--- src/rtl/rv32_pkg.sv ---
// Shared types and constants for the RV32I pipeline stages.
package rv32_pkg;

  localparam int unsigned XLEN = 32;
  localparam logic [XLEN-1:0] NOP = 32'h0000_0013;
  localparam logic [XLEN-1:0] RESET_PC_DEFAULT = 32'h0000_0000;

  typedef enum logic [1:0] {
    IDLE  = 2'd0,
    FETCH = 2'd1,
    HOLD  = 2'd2,
    DRAIN = 2'd3
  } if_state_t;

  typedef struct packed {
    logic            valid;
    logic [XLEN-1:0] pc;
    logic [XLEN-1:0] pc4;
    logic [XLEN-1:0] inst;
    logic            misaligned;
  } if_id_t;

  function automatic logic [XLEN-1:0] pc_next(input logic [XLEN-1:0] pc);
    return pc + 32'd4;
  endfunction

endpackage

--- src/rtl/if_id_reg.sv ---
// Pipeline register between fetch and decode; flush and idle cycles both leave a NOP bubble.
module if_id_reg
  import rv32_pkg::*;
(
  input  logic   clk,
  input  logic   reset,
  input  logic   load_i,
  input  logic   stall_i,
  input  logic   flush_i,
  input  if_id_t d_i,
  output if_id_t q_o
);

  if_id_t q_q, q_d;

  // Flush beats stall beats load; an unstalled cycle with nothing to load drains to a bubble.
  always_comb begin
    q_d = q_q;
    if (flush_i) begin
      q_d.valid = 1'b0;
      q_d.inst  = NOP;
    end else if (stall_i) begin
      q_d = q_q;
    end else if (load_i) begin
      q_d = d_i;
    end else begin
      q_d.valid = 1'b0;
      q_d.inst  = NOP;
    end
  end

  always_ff @(posedge clk) begin
    if (reset) begin
      q_q <= {1'b0, 32'h0000_0000, 32'h0000_0004, NOP, 1'b0};
    end else begin
      q_q <= q_d;
    end
  end

  assign q_o = q_q;

endmodule

--- src/rtl/if_stage.sv ---
// Instruction-fetch stage: PC, single-outstanding imem handshake, stall hold buffer and
// redirect handling (DRAIN keeps the old address until the in-flight word is discarded).
module if_stage
  import rv32_pkg::*;
#(
  parameter logic [XLEN-1:0] RESET_PC = RESET_PC_DEFAULT
) (
  input  logic            clk,
  input  logic            reset,
  output logic            imem_req,
  output logic [XLEN-1:0] imem_addr,
  input  logic            imem_ready,
  input  logic [XLEN-1:0] imem_rdata,
  input  logic            stall,
  input  logic            redirect,
  input  logic [XLEN-1:0] redirect_pc,
  output logic            id_valid,
  output logic [XLEN-1:0] id_pc,
  output logic [XLEN-1:0] id_pc4,
  output logic [XLEN-1:0] id_inst,
  output logic            id_misaligned
);

  if_state_t       state_q, state_d;
  logic [XLEN-1:0] pc_q, pc_d, tgt_q, tgt_d;
  logic            mis_q, mis_d, tgt_mis_q, tgt_mis_d;
  if_id_t          buf_q, buf_d;
  if_id_t          fetched_s, id_d_s, id_q_s;
  logic            id_load_s;
  logic [XLEN-1:0] redir_pc_s;
  logic            redir_mis_s;

  assign redir_pc_s  = {redirect_pc[XLEN-1:2], 2'b00};
  assign redir_mis_s = |redirect_pc[1:0];
  assign fetched_s   = {1'b1, pc_q, pc_next(pc_q), imem_rdata, mis_q};

  assign imem_req  = (state_q == FETCH) || (state_q == DRAIN);
  assign imem_addr = {pc_q[XLEN-1:2], 2'b00};

  always_comb begin
    state_d   = state_q;
    pc_d      = pc_q;
    mis_d     = mis_q;
    tgt_d     = tgt_q;
    tgt_mis_d = tgt_mis_q;
    buf_d     = buf_q;
    id_load_s = 1'b0;
    id_d_s    = fetched_s;
    case (state_q)
      IDLE: begin
        state_d = FETCH;
        if (redirect) begin
          pc_d  = redir_pc_s;
          mis_d = redir_mis_s;
        end else begin
          pc_d  = pc_q;
        end
      end
      FETCH: begin
        if (redirect) begin
          if (imem_ready) begin
            pc_d    = redir_pc_s;
            mis_d   = redir_mis_s;
            state_d = FETCH;
          end else begin
            tgt_d     = redir_pc_s;
            tgt_mis_d = redir_mis_s;
            state_d   = DRAIN;
          end
        end else if (imem_ready) begin
          pc_d  = pc_next(pc_q);
          mis_d = 1'b0;
          if (stall) begin
            buf_d   = fetched_s;
            state_d = HOLD;
          end else begin
            id_load_s = 1'b1;
            state_d   = FETCH;
          end
        end else begin
          state_d = FETCH;
        end
      end
      HOLD: begin
        if (redirect) begin
          pc_d       = redir_pc_s;
          mis_d      = redir_mis_s;
          buf_d.valid = 1'b0;
          buf_d.inst  = NOP;
          state_d    = FETCH;
        end else if (!stall) begin
          id_load_s   = 1'b1;
          id_d_s      = buf_q;
          buf_d.valid = 1'b0;
          buf_d.inst  = NOP;
          state_d     = FETCH;
        end else begin
          state_d = HOLD;
        end
      end
      DRAIN: begin
        // A newer redirect replaces the pending target; the in-flight word is always dropped.
        if (redirect) begin
          if (imem_ready) begin
            pc_d    = redir_pc_s;
            mis_d   = redir_mis_s;
            state_d = FETCH;
          end else begin
            tgt_d     = redir_pc_s;
            tgt_mis_d = redir_mis_s;
            state_d   = DRAIN;
          end
        end else if (imem_ready) begin
          pc_d    = tgt_q;
          mis_d   = tgt_mis_q;
          state_d = FETCH;
        end else begin
          state_d = DRAIN;
        end
      end
      default: begin
        state_d = IDLE;
      end
    endcase
  end

  always_ff @(posedge clk) begin
    if (reset) begin
      state_q   <= IDLE;
      pc_q      <= RESET_PC;
      mis_q     <= 1'b0;
      tgt_q     <= RESET_PC;
      tgt_mis_q <= 1'b0;
      buf_q     <= {1'b0, 32'h0000_0000, 32'h0000_0004, NOP, 1'b0};
    end else begin
      state_q   <= state_d;
      pc_q      <= pc_d;
      mis_q     <= mis_d;
      tgt_q     <= tgt_d;
      tgt_mis_q <= tgt_mis_d;
      buf_q     <= buf_d;
    end
  end

  if_id_reg u_if_id (
    .clk    (clk),
    .reset  (reset),
    .load_i (id_load_s),
    .stall_i(stall),
    .flush_i(redirect),
    .d_i    (id_d_s),
    .q_o    (id_q_s)
  );

  assign id_valid      = id_q_s.valid;
  assign id_pc         = id_q_s.pc;
  assign id_pc4        = id_q_s.pc4;
  assign id_inst       = id_q_s.inst;
  assign id_misaligned = id_q_s.misaligned;

endmodule

--- config.mk ---
export PLATFORM = sky130hd
export DESIGN_NAME = if_stage
export DESIGN_NICKNAME = d
export VERILOG_FILES = /design/src/rtl/rv32_pkg.sv /design/src/rtl/if_id_reg.sv /design/src/rtl/if_stage.sv
export SDC_FILE = /design/constraint.sdc
export NUM_CORES = 1
export LEC_CHECK = 0
export ABC_CLOCK_PERIOD_IN_PS = 2650
export BUFFER_PORTS_ARGS = -buffer_cell sky130_fd_sc_hd__buf_2
export CAP_MARGIN = 0
export CORE_MARGIN = 2
export CORE_UTILIZATION = 40
export DETAILED_ROUTE_END_ITERATION = 8
export PLACE_DENSITY = 0.65
export SLEW_MARGIN = 20
export SYNTH_ARGS = -nofsm -noshare
export SYNTH_HDL_FRONTEND = slang
export SYNTH_SLANG_ARGS = --single-unit
export TNS_END_PERCENT = 30
--- constraint.sdc ---
create_clock -name clk -period 2.65 [get_ports clk]
set_input_delay 0.3975 -clock clk [delete_from_list [all_inputs] [get_ports clk]]
set_output_delay 0.3975 -clock clk [all_outputs]
set_load 0.01 [all_outputs]
==> flow_summary.ini, run 1 <==
[floorplan]
pin_count = 200
initial_utilization = 0.409
fp.dieArea_sq_um = 31900
coreArea_sq_um = 29900
rows = 63
die_width_microns = 179
die_h_microns = 179

[sta]
worst_clock_skew_ns = 0.0105
period_share = 0.933
hold_viol = 0
finalCriticalPeriod_ns = 2.47
setup-tns-final_ns = 0
fmax_ghz = 0.404
rsz0062_at_grt = no
max-slew-margin-rel = 0.560
maxSlewViolCount = 0
setup_viol = 0
tightestPinTransition_ns = 0.656

[worst_setup_path]
cp_common_cell = inv_1
slowest_stage = dfxtp_1
worstPathRequired_ns = 2.25
crit_path_end_kind = output port
crit_arrival_ns = 2.08
path_cells = inv_1 -> ha_1 -> buf_12 -> nor2_1 -> inv_1 -> buf_2
max_stage_delay_ns = 0.39
setup.worst_path.class = reg2out
worstSetupStartpointType = flip-flop
crit_fanout = 24

[clocking]
h-tree-depth = 1
numCtsBuffers = 28
cts_sinks = 258
cts.hold.buffers_added = 0
clk_pin_slew_ns = 0.06
cts_resized = 0
cts_max_path_buffers = 3
clock_latency_ns = 0.54
cts_setup_buffers = 0
cts-root-buf = clkbuf_16
cts_tree = built

[synthesis]
synth.distinct_cells = 73
async_flop_share = 0
avgSynthCellArea_sq_um = 7.94
synth_top_area_share = 0.423
synth-edff-count = 0
synth_top_area_cell = dfxtp_1
ys_warn_count = 0
ys_seq_area_frac = 0.423
synthFlopType = dfxtp_1
ys_ff_latch = 258
syn_area_sq_um = 12200
synth_area_leaders = dfxtp_1, a21oi_1, nand2_1, mux2i_1, nor2_1
synth_cells = 1537

[detailed_routing]
vias_per_cell = 5.60
ant_nets = 0
routedWlPerCell_microns = 18.6
drt_iter0_drc = 1370
drt-total-wl_microns = 38200
dr.pass1.iters = 8
via_count = 11500
drc = 0

[place]
hpwl_microns = 26600
post-place-cells = 2007
routabilityCongestion = 0.905
portBuffers = 197

[pwr]
power_leakage_nw = 5.38
ir_drop_v = 0.000512
power_density_nw_per_um2 = 653

[global_routing]
grt_antenna_before_repair = 0
gr-total-overflow = 0
track_usage = 0.231
grt_pass1_vias = 10300
grt_max_degree = 137
grt_pass1_wl_microns = 58700

[run]
cap_violations = 0

[finish]
antennaDiodeCount = 0
areaGrowthSynthToFinish_pct = 18.1
nets = 1721
fin_cells = 2059
drive_gt1_frac = 0.199

[worst_hold_path]
hp-class = in2reg

[run_status]
outcome = completed
==> where the power goes <==
| part | leakage [nW] | total [mW] | switching [mW] | internal (mW) |
|---|---|---|---|---|
| registers | 2.09 | 4.14 | 0.142 | 3.99 |
| clock network | 0.491 | 4.10 | 1.59 | 2.51 |
| logic | 2.80 | 1.18 | 0.741 | 0.435 |
| total | 5.38 | 9.41 | 2.48 | 6.94 |
==> per-layer routing <==
layer / wire (microns) / GRT usage / vias up / share of wire
li1: - / - / 5601 / -
met1: 17900 / 0.348 / 5400 / 0.47
met2: 16700 / 0.350 / 473 / 0.44
met3: 2860 / 0.0291 / 51 / 0.075
met4: 723 / 0.0515 / 0 / 0.019
met5: 0 / 0 / - / 0
==> cell families after synthesis <==
logic type	share of synthesized area
AOI/OAI and AO/OA	0.210
xor gates and xnor gates	0.0136
adders and majority gates	0.00513
buffers and inverters	0.0769
DFF	0.423
muxes	0.0660
other	0.000307
and+or+nand+nor	0.205
==> placed cells by master, fill, tap and decap left out, types with 5 or more instances in the layout <==
cell	instances
dfxtp_1	258
nand2_1	232
buf_2	196
a21oi_1	183
nor2_1	151
mux2i_1	76
o21ai_0	62
nand3_1	56
buf_4	56
a211oi_1	43
clkbuf_16	29
nor3_1	28
inv_1	24
a31oi_1	22
nand4_1	20
o211ai_1	12
nand2b_1	11
a22oi_1	11
and3_1	10
xnor2_1	10
xor2_1	9
nor4_1	9
a221oi_1	9
clkbuf_8	8
o22ai_1	7
a222oi_1	7
clkinv_2	7
buf_12	7
a311oi_1	6
or4_1	6
o221ai_1	5
or3_1	5
a21o_1	5
clkbuf_1	5
==> Yosys cell counts (7+ instances only) <==
master    number
a31oi_1       22
nand2_1      232
buf_2         33
nor4_1         9
nor3_1        29
nand3_1       57
a221oi_1       9
o21ai_0       62
xor2_1         9
a22oi_1       11
and3_1        10
a21oi_1      183
nor2_1       153
o22ai_1        7
a222oi_1       7
nand2b_1      11
clkbuf_1      98
dfxtp_1      258
xnor2_1       10
buf_4         34
nand4_1       20
mux2i_1       76
o211ai_1      12
buf_1         16
a211oi_1      43
inv_1         24
==> sequential cells by signal (all words and copies together) (netlist names) <==
| register | count |
|---|---|
| u_if_id.q_o | 96 |
| buf_q | 96 |
| mis_q | 1 |
| tgt_q | 30 |
| tgt_mis_q | 1 |
| pc_q | 32 |
| state_q | 2 |
==> worst max-delay path, delay by kind of cell (launching register included) <==
family / cells / cell delay [ns]
fa+ha+maj: 1 / 0.26
simple gates: 1 / 0.29
buf+inv: 4 / 0.58
flops: 1 / 0.39
==> worst paths after layout <==
check / from / end / slack (ns) / depth (start not counted)
worst min register to register: pc_q[1]$_SDFFE_PP0P_ / pc_q[1]$_SDFFE_PP0P_ / 0.44 / 2
worst max register to register: state_q[1]$_SDFF_PP0_ / u_if_id.q_o[54]$_SDFFE_PP0P_ / 0.22 / 7
worst min-delay path: redirect_pc[16] / tgt_q[16]$_SDFFE_PP0P_ / 0.11 / 3
worst max-delay path: state_q[1]$_SDFF_PP0_ / imem_req / 0.18 / 6
==> per-stage QoR <==
step	worst slack [ns]	util	total power, mW	hold slack, ns	cell area [sq um]
floorplan	0.558	-	4.94	0.421	12200
global placement	0.297	0.450	5.36	0.432	13400
detailed placement	0.232	0.450	5.37	0.434	13400
CTS	0.172	0.483	9.46	0.0943	14400
global route	0.0407	0.483	9.74	0.103	14400
finish	0.177	0.483	9.41	0.106	14400
==> cell type report <==
class | count | area (sq um)
flip-flops and latches | 258 | 5160
clock inverters | 10 | 125
inverters | 24 | 90.1
fillers | 2919 | 15500
well taps | 390 | 488
multi-input cells | 1075 | 6140
repair buffers | 260 | 1550
clock buffers | 42 | 855
(Power assumes the default switching activity.)
==> inputs of run 2 (changes only) <==
Settings changed: ABC_CLOCK_PERIOD_IN_PS 2650 to not set, PLACE_DENSITY 0.65 to not set.
==> flow_summary.ini, run 2 (synthesis gave the netlist of run 1 again) <==
[run_status]
outcome = completed

[sta]
maxSlewViolCount = 0
period_share = 0.931
fmax_ghz = 0.405
setup-tns-final_ns = 0
hold_viol = 0
tightestPinTransition_ns = 0.834
max-slew-margin-rel = 0.444
worst_clock_skew_ns = 0.0163
rsz0062_at_grt = no
whs_ns = 0.103
setup_viol = 0
finalCriticalPeriod_ns = 2.47

[finish]
seqCellArea_sq_um = 5160
multiInputGateArea_sq_um = 6140
areaGrowthSynthToFinish_pct = 17.5
n_fill_cell = 2925
nets = 1725
layout_commonest_cell = dfxtp_1
drive_gt1_frac = 0.197
antennaDiodeCount = 0
final_cell_mix = dfxtp_1, nand2_1, buf_2

[worst_setup_path]
setup.worst_path.class = reg2out
crit_fanout = 17
worstSetupStartpointType = flip-flop
crit_path_end_kind = output port
worstPathRequired_ns = 2.25
crit_arrival_ns = 2.07

[clocking]
clock_latency_ns = 0.54
cts-root-buf = clkbuf_16
clk_pin_slew_ns = 0.06
cts_tree = built
cts_setup_buffers = 0
cts_sinks = 258
cts.hold.buffers_added = 0
numCtsBuffers = 29
cts_resized = 0
h-tree-depth = 1
cts_max_path_buffers = 3

[global_routing]
grt_max_degree = 78
grt_pass1_wl_microns = 59000
grt_antenna_before_repair = 0
gr-total-overflow = 0
track_usage = 0.233
grt_pass1_vias = 10300

[run]
cap_violations = 0

[detailed_routing]
vias_per_cell = 5.56
dr.pass1.iters = 8
routedWlPerCell_microns = 18.6
via_count = 11500
drt-total-wl_microns = 38400
drt_iter0_drc = 1120
ant_nets = 0
drc = 0

[floorplan]
die_width_microns = 179
pin_count = 200
fp.dieArea_sq_um = 31900
die_h_microns = 179
rows = 63
initial_utilization = 0.409
coreArea_sq_um = 29900

[place]
hpwl_microns = 26800
portBuffers = 197
routabilityCongestion = 0.885

[pwr]
ir_drop_v = 0.000456
power_leakage_nw = 5.34
power_density_nw_per_um2 = 642

[worst_hold_path]
hp-class = in2reg
run 2: metal layers:
layer  vias to the layer above  routed length (microns)  share of wire  track usage
li1                       5622                        -              -            -
met1                      5396                    18400           0.48        0.351
met2                       406                    16600           0.43        0.346
met3                        44                     2670          0.070       0.0382
met4                         0                      673          0.018       0.0518
met5                         -                        0              0            0
run 2: where the power goes:
group / total [mW] / internal, mW / switching (mW)
logic: 1.19 / 0.432 / 0.755
clock network: 3.88 / 2.28 / 1.60
registers: 4.13 / 3.99 / 0.136
total: 9.20 / 6.71 / 2.49
run 2: area by class of cell:
| class | instances | area share |
|---|---|---|
| Multi-Input combinational cell | 1075 | 0.428 |
| Sequential cell | 258 | 0.360 |
| Timing Repair Buffer | 263 | 0.107 |
| Clock buffer | 45 | 0.0590 |
| Tap cell | 390 | 0.0340 |
| Inverter | 24 | 0.00628 |
| Clock inverter | 7 | 0.00497 |
run 2: worst paths after layout:
| path | slack (ns) | cells after the start | end | from |
|---|---|---|---|---|
| worst max-delay path | 0.18 | 6 | imem_req | state_q[1]$_SDFF_PP0_ |
| worst min-delay path | 0.10 | 3 | buf_q[23]$_SDFFE_PP0P_ | imem_rdata[22] |
| worst max register to register | 0.28 | 7 | u_if_id.q_o[53]$_SDFFE_PP0P_ | state_q[0]$_SDFF_PP0_ |
| worst min register to register | 0.45 | 2 | pc_q[0]$_SDFFE_PP0P_ | pc_q[0]$_SDFFE_PP0P_ |
run 2: metrics by stage:
stage               total power, mW  area (sq um)  utilization  setup WS [ns]  std cells
floorplan                      4.94         12200            -          0.558       1538
global placement               5.37         13400        0.449          0.365       2010
detailed placement             5.38         13400        0.449          0.298       2010
CTS                            9.24         14300        0.480          0.193       2062
global route                   9.54         14300        0.480         0.0854       2062
finish                         9.20         14300        0.480          0.184       2062
run 2: critical path: stages, from the launching register on:
cell,delay [ns]
dfxtp_1,0.39
inv_1,0.09
ha_1,0.20
buf_4,0.20
nor2_1,0.29
inv_1,0.18
buf_2,0.18
